[src/rtl/mlp_acc_pkg.sv]
`default_nettype none
// ============================================================================
//  Module      : mlp_acc_pkg
//  Description : Shared state encoding, default widths and the requantize /
//                saturate helper for the MLP neuron accumulator.
//  Revision    : 1.0 - initial release
// ============================================================================
package mlp_acc_pkg;

  // Default widths and shift for the neuron accumulator
  localparam int C_PROD_WIDTH = 20;
  localparam int C_BIAS_WIDTH = 24;
  localparam int C_ACC_WIDTH  = 32;
  localparam int C_N_INPUTS   = 16;
  localparam int C_SHIFT      = 8;
  localparam int C_OUT_WIDTH  = 16;

  // Widest sum the helper handles; callers sign-extend into this width
  localparam int C_REQ_MAX_W  = 64;

  typedef enum logic [0:0] {
    ST_ACC = 1'b0,
    ST_OUT = 1'b1
  } state_t;

  // ReLU, truncating right shift, then clip to an out_width-bit unsigned max.
  // Result packs {sat, data}; data is zero-extended to C_REQ_MAX_W bits.
  function automatic logic [C_REQ_MAX_W:0] requant_sat(
    input logic signed [C_REQ_MAX_W-1:0] sum,
    input int                            shift,
    input int                            out_width
  );
    logic [C_REQ_MAX_W-1:0] r;
    logic [C_REQ_MAX_W-1:0] lim;
    logic                   sat;
    r   = sum[C_REQ_MAX_W-1] ? '0 : C_REQ_MAX_W'(sum >> shift);
    lim = (C_REQ_MAX_W'(1) << out_width) - C_REQ_MAX_W'(1);
    sat = 1'b0;
    if (r > lim) begin
      r   = lim;
      sat = 1'b1;
    end
    return {sat, r};
  endfunction

endpackage
`default_nettype wire

[src/rtl/mlp_requant_relu.sv]
`default_nettype none
// ============================================================================
//  Module      : mlp_requant_relu
//  Description : Combinational ReLU + right-shift requantization + unsigned
//                saturation of a signed accumulator sum.
//  Revision    : 1.0 - initial release
// ============================================================================
module mlp_requant_relu
  import mlp_acc_pkg::*;
#(
  parameter int ACC_WIDTH = C_ACC_WIDTH,
  parameter int SHIFT     = C_SHIFT,
  parameter int OUT_WIDTH = C_OUT_WIDTH
) (
  input  logic signed [ACC_WIDTH-1:0] sum,
  output logic        [OUT_WIDTH-1:0] data,
  output logic                        sat
);

  logic [C_REQ_MAX_W:0] w_res;
  logic                 w_unused_hi;

  // Sign-extend into the helper's working width; the clip guarantees that
  // everything above OUT_WIDTH is zero, so only the low slice is kept.
  assign w_res       = requant_sat(C_REQ_MAX_W'(sum), SHIFT, OUT_WIDTH);
  assign data        = w_res[OUT_WIDTH-1:0];
  assign sat         = w_res[C_REQ_MAX_W];
  assign w_unused_hi = ^w_res[C_REQ_MAX_W-1:OUT_WIDTH];

endmodule
`default_nettype wire

[src/rtl/mlp_neuron_acc.sv]
`default_nettype none
// ============================================================================
//  Module      : mlp_neuron_acc
//  Description : Accumulates N_INPUTS unsigned products on top of a signed
//                bias, then emits one ReLU/requantized/saturated activation
//                per neuron over a valid/ready handshake.
//  Revision    : 1.0 - initial release
// ============================================================================
module mlp_neuron_acc
  import mlp_acc_pkg::*;
#(
  parameter int PROD_WIDTH = C_PROD_WIDTH,
  parameter int BIAS_WIDTH = C_BIAS_WIDTH,
  parameter int ACC_WIDTH  = C_ACC_WIDTH,
  parameter int N_INPUTS   = C_N_INPUTS,
  parameter int SHIFT      = C_SHIFT,
  parameter int OUT_WIDTH  = C_OUT_WIDTH
) (
  input  logic                  clk,
  input  logic                  reset,
  input  logic                  ce,
  input  logic                  in_valid,
  output logic                  in_ready,
  input  logic [PROD_WIDTH-1:0] in_prod,
  input  logic [BIAS_WIDTH-1:0] bias_in,
  output logic                  out_valid,
  input  logic                  out_ready,
  output logic [OUT_WIDTH-1:0]  out_data,
  output logic                  out_sat
);

  localparam int CNT_W = (N_INPUTS > 1) ? $clog2(N_INPUTS) : 1;

  state_t                r_state;
  state_t                w_next_state;
  logic [CNT_W-1:0]      r_cnt;
  logic signed [ACC_WIDTH-1:0] r_acc;
  logic                  r_out_valid;
  logic [OUT_WIDTH-1:0]  r_out_data;
  logic                  r_out_sat;

  logic                  w_accept;
  logic                  w_out_take;
  logic                  w_last;
  logic signed [ACC_WIDTH-1:0] w_bias_ext;
  logic signed [ACC_WIDTH-1:0] w_prod_ext;
  logic signed [ACC_WIDTH-1:0] w_base;
  logic signed [ACC_WIDTH-1:0] w_sum;
  logic [OUT_WIDTH-1:0]  w_req_data;
  logic                  w_req_sat;

  // in_ready depends only on registered state, never on in_valid/out_ready
  assign in_ready   = (r_state == ST_ACC);
  assign w_accept   = ce & in_valid & in_ready;
  assign w_out_take = ce & out_ready & (r_state == ST_OUT);
  assign w_last     = (r_cnt == CNT_W'(N_INPUTS - 1));

  // The first product of a neuron starts from the bias instead of the
  // stale accumulator, so no explicit clear is needed between neurons.
  assign w_bias_ext = {{(ACC_WIDTH-BIAS_WIDTH){bias_in[BIAS_WIDTH-1]}}, bias_in};
  assign w_prod_ext = {{(ACC_WIDTH-PROD_WIDTH){1'b0}}, in_prod};
  assign w_base     = (r_cnt == '0) ? w_bias_ext : r_acc;
  assign w_sum      = w_base + w_prod_ext;

  mlp_requant_relu #(
    .ACC_WIDTH (ACC_WIDTH),
    .SHIFT     (SHIFT),
    .OUT_WIDTH (OUT_WIDTH)
  ) u_requant (
    .sum  (w_sum),
    .data (w_req_data),
    .sat  (w_req_sat)
  );

  // State register
  always_ff @(posedge clk or posedge reset) begin
    if (reset) r_state <= ST_ACC;
    else       r_state <= w_next_state;
  end

  // Next-state: leave ACC on the last accepted product, leave OUT on take
  always_comb begin
    w_next_state = r_state;
    case (r_state)
      ST_ACC:  if (w_accept && w_last) w_next_state = ST_OUT;
      ST_OUT:  if (w_out_take)         w_next_state = ST_ACC;
      default: w_next_state = ST_ACC;
    endcase
  end

  // Product counter and running sum, advanced only on accepted products
  always_ff @(posedge clk or posedge reset) begin
    if (reset) begin
      r_cnt <= '0;
      r_acc <= '0;
    end else if (w_accept) begin
      r_acc <= w_sum;
      r_cnt <= w_last ? '0 : r_cnt + CNT_W'(1);
    end
  end

  // Output registers: capture the requantized final sum, hold until taken
  always_ff @(posedge clk or posedge reset) begin
    if (reset) begin
      r_out_valid <= 1'b0;
      r_out_data  <= '0;
      r_out_sat   <= 1'b0;
    end else if (w_accept && w_last) begin
      r_out_valid <= 1'b1;
      r_out_data  <= w_req_data;
      r_out_sat   <= w_req_sat;
    end else if (w_out_take) begin
      r_out_valid <= 1'b0;
    end
  end

  assign out_valid = r_out_valid;
  assign out_data  = r_out_data;
  assign out_sat   = r_out_sat;

endmodule
`default_nettype wire

[config.mk]
export PLATFORM = sky130hd
export DESIGN_NAME = mlp_neuron_acc
export DESIGN_NICKNAME = d
export VERILOG_FILES = /design/src/rtl/mlp_acc_pkg.sv /design/src/rtl/mlp_requant_relu.sv /design/src/rtl/mlp_neuron_acc.sv
export SDC_FILE = /design/constraint.sdc
export NUM_CORES = 1
export LEC_CHECK = 0
export ABC_CLOCK_PERIOD_IN_PS = 5720
export CAP_MARGIN = 15
export CORE_MARGIN = 1.5
export CORE_UTILIZATION = 40
export DETAILED_ROUTE_END_ITERATION = 10
export PLACE_DENSITY = 0.72
export SYNTH_ARGS = -nofsm -noshare
export SYNTH_HDL_FRONTEND = slang
export SYNTH_HIERARCHICAL = 1
export SYNTH_SLANG_ARGS = --single-unit
[constraint.sdc]
create_clock -name clk -period 5.72 [get_ports clk]
set_clock_uncertainty 0.1 [all_clocks]
set_input_delay 0.858 -clock clk [delete_from_list [all_inputs] [get_ports clk]]
set_output_delay 0.858 -clock clk [all_outputs]
set_load 0.03 [all_outputs]
==> impl_summary.txt <==
----------------------------------------------------
[Clock tree]
  Clock tree from TritonCTS ... done
  Clock tree buffer depth ... 2
  Clock-pin slew reported for the worst setup and hold paths after clock tree synthesis ... 0.11 ns
  Number of clock sinks seen by CTS ... 55
  Hold buffer count at cts ... 0
  Root cell of the clock tree ... sky130_fd_sc_hd__clkbuf_8
  H-tree levels ... 2
  Clock latency on the worst-skew pair ... 0.33 ns
  Inserted Clock Buffers ... 5
  Number of resized instances in the post-cts repair step ... 0
  Post-CTS Repair Setup Buffers ... 0

[Cells and area]
  Share of post-route cells with drive strength above 1 ... under 10%
  Core Util, Final ... about half
  Number of fill cells in the layout ... between 900 and 1000
  Number of antenna cells inserted ... 0
  Nets@finish ... 674
  Leading cell types in the layout, fill and taps excluded ... sky130_fd_sc_hd__nand2_1 (135), sky130_fd_sc_hd__clkdlybuf4s50_1 (67), sky130_fd_sc_hd__dfrtp_1 (55)
  Area growth from synthesis to final layout ... 21.4%
  Leading cell type in the layout, fill and taps excluded ... sky130_fd_sc_hd__nand2_1

[STA]
  Period minus WS final ... ~5 ns
  Setup TNS ... 0 ns
  Setup repair after global routing missed its margin ... no
  Actual transition at the worst max-transition pin ... ~0.74 ns
  Final worst slack ... 0.783 ns
  Total count of max-transition violations in the final report ... 0
  Post-route clock period utilization ... a little under nine tenths
  Maximum clock frequency ... 203 MHz
  Setup Viol. Count Final ... 0
  Number of endpoints with negative hold slack in the final report ... 0
  Worst slew margin ... 50.9%

[Worst setup path]
  Cell-by-cell listing of the critical path ... inv_1 > ha_1 > or3b_1 > nand2_1 > nand2_1 > ha_1 > inv_1 > fa_1 > nor2b_1 > o31a_1 > o21ai_1 > o21ai_2 > o41ai_1 > buf_4 > nor2_1 > xnor2_1 > o21ai_0 > nor4_4 > buf_4 > a31oi_1 > mux2_2
  Critical path type ... flop to flop
  Setup slack, reg-to-reg ... 0.78 ns
  Largest fanout of any net on the critical path ... 17
  Worst Setup End Kind ... flop
  Highest-delay cell along the critical path ... sky130_fd_sc_hd__or3b_1
  Buffers plus inverters on the worst setup path ... 4
  Required arrival time at the worst endpoint ... 5.84 ns
  Startpoint types ... flop
  Family of cells with the greatest summed delay on the critical path ... compound AO/OA/AOI/OAI gates
  WP data arrival ... 5.06 ns
  Delay of the slowest cell on the worst path ... 0.59 ns

[Power and ir drop]
  Areal power density over the cells ... 585 nW/um^2
  Leak Pwr ... 2.27 nW
  Peak ir drop on the vdd network ... 0.250 mV

[Floorplanning]
  Horizontal die dimension ... 106 um
  Initial Utilization ... 41.3%
  Area of the core ... 10300 um^2
  Core Rows ... 37
  Die height ... 106 um
  Total die area ... 11300 um^2
  I/O pin total ... 68

[Drt]
  Post-route DRC violation count ... 0
  Routed WL ... 11.3 mm
  WL per Instance ... 15.3 um
  1st-pass router iterations ... 4
  Vias ... 4100
  Routed vias/inst ... 5.56
  Iteration-0 DRC Markers ... 231
  ANT nets after route ... 0

[Placement]
  Estimated wirelength of the detail-placed design ... 8.12 mm
  Global placement routability congestion ... 0.907
  Setup slack at placement ... 0.824 ns
  IO Port Bufs ... 67

[Global route]
  Global Route Usage Sum ... 20.6%
  Number of antenna violations at the first check in global routing ... 0
  First-pass GRT wire length ... 18.9 mm
  Total grt overflow ... 0
  Pin count of the biggest net entering global routing ... 56
  Vias in the first global route ... 4064

[Logic synthesis]
  Yosys warnings ... 6
  Mapped Area ... 4270 um^2
  Average cell area after synthesis ... 7.86 um^2
  Instance count of the mapped netlist ... 543
  Syn Nets ... between 600 and 700

[Run]
  MaxCap Viol Count ... 0

[Run status]
  Status ... finished clean

[Worst hold path]
  Min-delay worst type ... flop to flop

----------------------------------------------------
-- area by class of cell --
class / count / area [um^2] / share of cell area, %
clock buffers: 5 / 68.8 / 1.33
clock inverters: 3 / 27.5 / 0.531
inverters: 11 / 41.3 / 0.797
multi-input cells: 448 / 2730 / 52.7
flip-flops and latches: 55 / 1380 / 26.6
well taps: 136 / 170 / 3.28
repair buffers: 80 / 768 / 14.8
-- power breakdown --
group          switching, mW  internal [mW]  total [mW]
Clock                  0.150         0.0905       0.240
Combinational           1.23          0.858        2.09
Sequential             0.140          0.563       0.703
Total                   1.52           1.51        3.03
-- worst paths after layout --
| path | cells past startpoint | end | start |
|---|---|---|---|
| worst min-delay path | 2 | r_acc[5] | r_acc[5] |
| worst max-delay path | 21 | out_data[13] | r_cnt[0] |
| worst max register to register | 21 | out_data[13] | r_cnt[0] |
| max in group asynchronous | 3 | r_cnt[3] | reset |
| worst min register to register | 2 | r_acc[5] | r_acc[5] |
| min in group asynchronous | 3 | r_acc[11] | reset |
-- registers in the layout, summed over array words and instances, names as in the netlist --
name / cells
r_acc: 32
out_data: 16
r_cnt: 4
out_sat: 1
out_valid: 1
r_state: 1
-- routing by layer --
metal  global-route usage, %  vias to the layer above  wire (um)
met5                       0                        -          0
met4                    8.01                        0        357
met3                    2.39                       27        407
met2                    36.1                      111       5550
met1                    25.9                     1950       4990
li1                        -                     2012          -
-- worst reg2reg max path: cells and delay by family, from the launching register on --
kind / cells / cell delay, ns
buf+inv: 4 / 0.68
mux: 1 / 0.28
flops: 1 / 0.43
simple gates: 6 / 1.13
compound gates: 6 / 1.50
xor+xnor: 1 / 0.18
fa+ha+maj: 3 / 0.56
-- stage by stage --
step	hold slack, ns	std cells	power (mW)	instance area [um^2]
6_report	0.389	738	3.03	5180
5_1_grt	0.409	738	3.29	5180
4_1_cts	0.389	737	3.01	5170
3_5_place_dp	0.362	729	2.76	5080
3_3_place_gp	0.358	729	2.70	5080
2_1_floorplan	0.346	543	2.21	4270
(Power assumes the default switching activity.)
